$ cat src/rtl/smart_home_display_decoder.sv
// Front-panel annunciator: filters the controller's display code, decodes it to 7 segments.
// Optional alarm-class blinking is enabled by defining DISP_BLINK_EN.
module smart_home_display_decoder #(
  parameter int unsigned STABLE_CYCLES = 4,
  parameter int unsigned BLINK_HALF    = 8,
  parameter int unsigned CNT_W         = 8
) (
  input  logic             clk,
  input  logic             Rst,
  input  logic [2:0]       display,
  input  logic             ack,
  output logic [6:0]       seg,
  output logic [2:0]       shown_code,
  output logic             new_event,
  output logic             alarm_latch,
  output logic [CNT_W-1:0] event_cnt
);

  typedef enum logic {STABLE, PENDING} filt_state_e;

  localparam int unsigned   CW        = (STABLE_CYCLES > 1) ? $clog2(STABLE_CYCLES) : 1;
  localparam logic [CW-1:0] CNT_LAST  = CW'(STABLE_CYCLES - 1);
  localparam logic [2:0]    CODE_IDLE = 3'b000;
  localparam logic [2:0]    CODE_FIRE = 3'b011;
  localparam logic [2:0]    CODE_WIN  = 3'b100;

  filt_state_e      state_q, state_d;
  logic [2:0]       sample_q;
  logic [2:0]       cand_q, cand_d;
  logic [2:0]       shown_q, shown_d;
  logic [CW-1:0]    cnt_q, cnt_d;
  logic             commit;
  logic             new_event_q, new_event_d;
  logic             alarm_q, alarm_d;
  logic [CNT_W-1:0] evt_q, evt_d;
  logic             blink_off;

  always_ff @(posedge clk) begin
    if (!Rst) begin
      state_q     <= STABLE;
      sample_q    <= CODE_IDLE;
      cand_q      <= CODE_IDLE;
      shown_q     <= CODE_IDLE;
      cnt_q       <= '0;
      new_event_q <= 1'b0;
      alarm_q     <= 1'b0;
      evt_q       <= '0;
    end else begin
      state_q     <= state_d;
      sample_q    <= display;
      cand_q      <= cand_d;
      shown_q     <= shown_d;
      cnt_q       <= cnt_d;
      new_event_q <= new_event_d;
      alarm_q     <= alarm_d;
      evt_q       <= evt_d;
    end
  end

  // Returning to the shown code abandons the candidate before any other check.
  always_comb begin
    state_d = state_q;
    cand_d  = cand_q;
    cnt_d   = cnt_q;
    commit  = 1'b0;
    case (state_q)
      STABLE: begin
        if (sample_q != shown_q) begin
          cand_d  = sample_q;
          cnt_d   = '0;
          state_d = PENDING;
        end
      end
      PENDING: begin
        if (sample_q == shown_q) begin
          state_d = STABLE;
        end else if (sample_q != cand_q) begin
          cand_d = sample_q;
          cnt_d  = '0;
        end else if (cnt_q == CNT_LAST) begin
          commit  = 1'b1;
          state_d = STABLE;
        end else begin
          cnt_d = cnt_q + 1'b1;
        end
      end
      default: state_d = STABLE;
    endcase
  end

  // Commit side effects; a fire-alarm commit beats a coincident ack.
  always_comb begin
    shown_d     = commit ? cand_q : shown_q;
    new_event_d = commit && (cand_q != CODE_IDLE);
    evt_d       = evt_q;
    if (new_event_d && (evt_q != {CNT_W{1'b1}})) begin
      evt_d = evt_q + 1'b1;
    end
    alarm_d = alarm_q;
    if (commit && (cand_q == CODE_FIRE)) begin
      alarm_d = 1'b1;
    end else if (ack && (shown_q != CODE_FIRE)) begin
      alarm_d = 1'b0;
    end
  end

`ifdef DISP_BLINK_EN
  localparam int unsigned   BW         = (BLINK_HALF > 1) ? $clog2(BLINK_HALF) : 1;
  localparam logic [BW-1:0] BLINK_LAST = BW'(BLINK_HALF - 1);

  logic [BW-1:0] blink_cnt_q, blink_cnt_d;
  logic          phase_q, phase_d;

  always_ff @(posedge clk) begin
    if (!Rst) begin
      blink_cnt_q <= '0;
      phase_q     <= 1'b1;
    end else begin
      blink_cnt_q <= blink_cnt_d;
      phase_q     <= phase_d;
    end
  end

  always_comb begin
    blink_cnt_d = blink_cnt_q + 1'b1;
    phase_d     = phase_q;
    if (commit) begin
      blink_cnt_d = '0;
      phase_d     = 1'b1;
    end else if (blink_cnt_q == BLINK_LAST) begin
      blink_cnt_d = '0;
      phase_d     = ~phase_q;
    end
  end

  assign blink_off = ~phase_q;
`else
  // BLINK_HALF has no effect when blinking is compiled out.
  logic [31:0] unused_blink_half;
  assign unused_blink_half = BLINK_HALF;
  assign blink_off         = 1'b0;
`endif

  always_comb begin
    case (shown_q)
      3'b000:  seg = 7'h40;
      3'b001:  seg = 7'h71;
      3'b010:  seg = 7'h50;
      3'b011:  seg = 7'h77;
      3'b100:  seg = 7'h1C;
      3'b101:  seg = 7'h76;
      3'b110:  seg = 7'h39;
      default: seg = 7'h79;
    endcase
    if (blink_off && ((shown_q == CODE_FIRE) || (shown_q == CODE_WIN))) begin
      seg = 7'h00;
    end
  end

  assign shown_code  = shown_q;
  assign new_event   = new_event_q;
  assign alarm_latch = alarm_q;
  assign event_cnt   = evt_q;

endmodule

$ cat config.mk
export PLATFORM = sky130hd
export DESIGN_NAME = smart_home_display_decoder
export DESIGN_NICKNAME = d
export VERILOG_FILES = /design/src/rtl/smart_home_display_decoder.sv
export SDC_FILE = /design/constraint.sdc
export NUM_CORES = 1
export LEC_CHECK = 0
export CORE_ASPECT_RATIO = 0.5
export CORE_MARGIN = 2
export CORE_UTILIZATION = 30
export DETAILED_ROUTE_END_ITERATION = 7
export PLACE_DENSITY = 0.57
export SKIP_CTS_REPAIR_TIMING = 1
export SLEW_MARGIN = 10
export SYNTH_ARGS = -nofsm -noshare
export SYNTH_HDL_FRONTEND = slang
export SYNTH_SLANG_ARGS = --single-unit
$ cat constraint.sdc
create_clock -name clk -period 1.4 [get_ports clk]
set_input_delay 0.42 -clock clk [delete_from_list [all_inputs] [get_ports clk]]
set_output_delay 0.42 -clock clk [all_outputs]
set_load 0.005 [all_outputs]
==> out/metrics.yaml, run 1 <==
status: "finished with violations"
violations: "negative setup slack"
final-hold-violation-count: 0
antenna-diode-count: 0
critPathCaptureType: "primary output"
setup_viol_count_final: 25
placement_rows: 16
seq_area_frac_synth_pct: 34.7
synthDistinctLibCells: 39
setup_tns_ps: -2480
period_minus_slack_ps: 1600
crit_fanout: 5
top_level_ports: 26
worstReg2RegStart: "shown_code[0]$_SDFFE_PN0P_"
htreeDepth: 1
place.port_buffers: 25
critical_path.max_stage_delay_ps: 370
critical_path.cell_chain: "buf_6 > or3_1 > clkbuf_2"
clock_tree_from_tritoncts: "done"
setup.worst_path.start: "shown_code[2]$_SDFFE_PN0P_"
core_mm2: 0.00398
chipHeight_um: 50.0
groute.usage.overall_pct: 12.8
layout_commonest_cell: "sky130_fd_sc_hd__buf_4"
fraction_of_synthesized_cell_area_in_xor_and_xnor_cells_pct: 7.79
grt_overflow: 0
postLayoutSetupSlackWorst_ps: -196
wire_per_inst_um: 12.5
postSynthRegisterBits: 22
vias: 1151
num-nets-final: 203
timing.hold.worst.start: "event_cnt[3]$_SDFFE_PN0P_"
synth_top_family_by_area: "simple AND/OR/NAND/NOR gates"
design.die.area_mm2: 0.00480
largest_net_degree_at_the_start_of_global_routing: 13
clock-skew-final_ps: 2.75
ctsRootBufferMaster: "sky130_fd_sc_hd__clkbuf_8"
share_of_async_settable_or_async_resettable_flops_after_synthesis_pct: 0
die_width_um: 96.0
synth_adder_area_share_pct: 1.97
reported_leakage_power_uw: 0.00107
detail_route.vias_per_cell: 4.64
cts_sinks: 22
worst_slew_pin_slew_ps: 382
critical_path_class: "reg2out"
dpl_cell_area_mm2: 0.00178
cp.buffers_inverters: 2
synthFlopType: "sky130_fd_sc_hd__dfxtp_1"
critical_path.slowest_cell: "sky130_fd_sc_hd__dfxtp_4"
initial_utilization_pct: 31.8
post-route-drc-count: 0
clk_transition_reported_paths_ps: 80
synthesis.yosys.warnings: 0
flow.area_growth_from_synthesis_pct: 72.7
drt_iter0_markers: 22
final_cell_area_mm2: 0.00219
fmax_ghz: 0.627
cellPowerDensity_mw_per_mm2: 604
grt_pass1_vias: 1063
synthSimpleGateAreaFrac_pct: 29.4
syn_nets: 137
post_route_cells_drive_above_1_share_pct: 55.2
later_pin_clock_latency_in_the_skew_report_ps: 270
muxShareOfSynthArea_pct: 10.4
layout.cells.most_common_list: "sky130_fd_sc_hd__buf_4, sky130_fd_sc_hd__nand2_1, sky130_fd_sc_hd__mux2i_1, sky130_fd_sc_hd__dfxtp_2, sky130_fd_sc_hd__dlymetal6s2s_1"
drv_slew: 0
share_of_the_synthesized_area_in_compound_gates_ao_oa_aoi_oai_pct: 9.27
cts_inserted_buffers: 3
unrepaired_setup_endpoints_after_global_routing: "true"
clk_path_buf_depth: 2
netlist_instances: 129
min-delay-path-class: "reg2reg"
place.detailed.hpwl_um: 2080
postRouteAntennaNets: 0
post_synth_instance_area_mm2: 0.00127
antenna_found_initial: 0
finalCritPeriodShare_pct: 114
timing.critical_path.arrival_ps: 1180
vdd_ir_drop_max_mv: 0.265
drt_pass1_iterations: 4
synthesis.area_per_instance_um2: 9.84
max_cap_violations: 0
gp_congestion: 0.728
drt_wl_total_um: 3090
crit_required_ps: 980
synth-edff-count: 0
path_delay_family: "flip-flops"
max_slew_margin_pct: 74.4
kind_of_start_point_of_the_critical_path: "flop"
grt_first_pass_wirelength_um: 4660
==> cells in the mapped netlist, types with 3 or more instances <==
cell type                  count  area [um2]
sky130_fd_sc_hd__nand2b_1      6        37.5
sky130_fd_sc_hd__nor2_1        4        15.0
sky130_fd_sc_hd__xnor2_2       3        48.8
sky130_fd_sc_hd__and2_1        5        31.3
sky130_fd_sc_hd__buf_4         3        22.5
sky130_fd_sc_hd__inv_1         6        22.5
sky130_fd_sc_hd__dfxtp_1      22         440
sky130_fd_sc_hd__nor4_2        3        37.5
sky130_fd_sc_hd__mux2i_1      12         120
sky130_fd_sc_hd__or3_1         5        31.3
sky130_fd_sc_hd__buf_6         3        33.8
sky130_fd_sc_hd__nand2_1      19        71.3
sky130_fd_sc_hd__nand3_1       5        25.0
==> cell type report <==
class	instances	area [um2]
Fill cell	352	1790
Multi-Input combinational cell	94	941
Timing Repair Buffer	68	616
Sequential cell	22	489
Tap cell	54	67.6
Clock buffer	4	55.1
Inverter	6	22.5
==> report_power, final <==
part           switching, uW  leakage [uW]  total [uW]  internal (uW)
sequential              26.0      0.000191         651            625
clock                    221     0.0000288         472            251
combinational           90.7      0.000853         200            109
==> registers in the layout, summed over array words and instances, names as in the netlist <==
| name | count |
|---|---|
| alarm_latch | 1 |
| cand_q | 3 |
| cnt_q | 2 |
| event_cnt | 8 |
| new_event | 1 |
| sample_q | 3 |
| shown_code | 3 |
| state_q | 1 |
==> metrics by stage <==
| stage | power, uW | hold slack, ps | utilization, % | setup slack [ps] | instances |
|---|---|---|---|---|---|
| floorplan | 764 | 468 | - | -33.1 | 129 |
| global placement | 826 | 475 | 44.8 | -217 | 230 |
| detailed placement | 827 | 479 | 44.8 | -235 | 230 |
| CTS | 1300 | 491 | 46.1 | -532 | 234 |
| global route | 1380 | 518 | 55.0 | -249 | 248 |
| finish | 1320 | 486 | 55.0 | -196 | 248 |
==> tightest hold or removal path, delay by kind of cell, from the launching register on <==
family	cells	cell delay (ps)
mux	1	50
flops	1	360
simple gates	1	50
==> kinds of logic after synthesis <==
group / after synthesis
AO/OA/AOI/OAI: 14
multiplexers: 13
XOR/XNOR: 7
adder cells (fa/ha/maj): 2
flip-flops: 22
buffers and inverters: 13
AND/OR/NAND/NOR: 58
==> worst paths after layout <==
path,end,cells after the start,slack (ps)
max,seg[4],3,-200
max reg2reg,cand_q[2]$_SDFFE_PN0P_,7,-180
min reg2reg,event_cnt[3]$_SDFFE_PN0P_,2,490
min,event_cnt[3]$_SDFFE_PN0P_,2,490
==> layer usage <==
metal,GRT usage [%],vias to the layer above,part of all wire (%)
met4,4.29,0,2.1
met5,0,-,0
met1,15.2,547,44
li1,-,576,-
met3,3.36,7,4.3
met2,22.3,21,50
(Power assumes the default switching activity.)
==> run 2, diff against run 1 <==
--- a/config.mk
+++ b/config.mk
@@ -8,6 +8,7 @@
 export CORE_ASPECT_RATIO = 0.5
 export CORE_MARGIN = 2
 export CORE_UTILIZATION = 30
+export CTS_CLUSTER_DIAMETER = 150
 export DETAILED_ROUTE_END_ITERATION = 7
 export PLACE_DENSITY = 0.57
 export SKIP_CTS_REPAIR_TIMING = 1
==> results of run 2 <==
Final layout, timing and power as in run 1 (identical DEF).
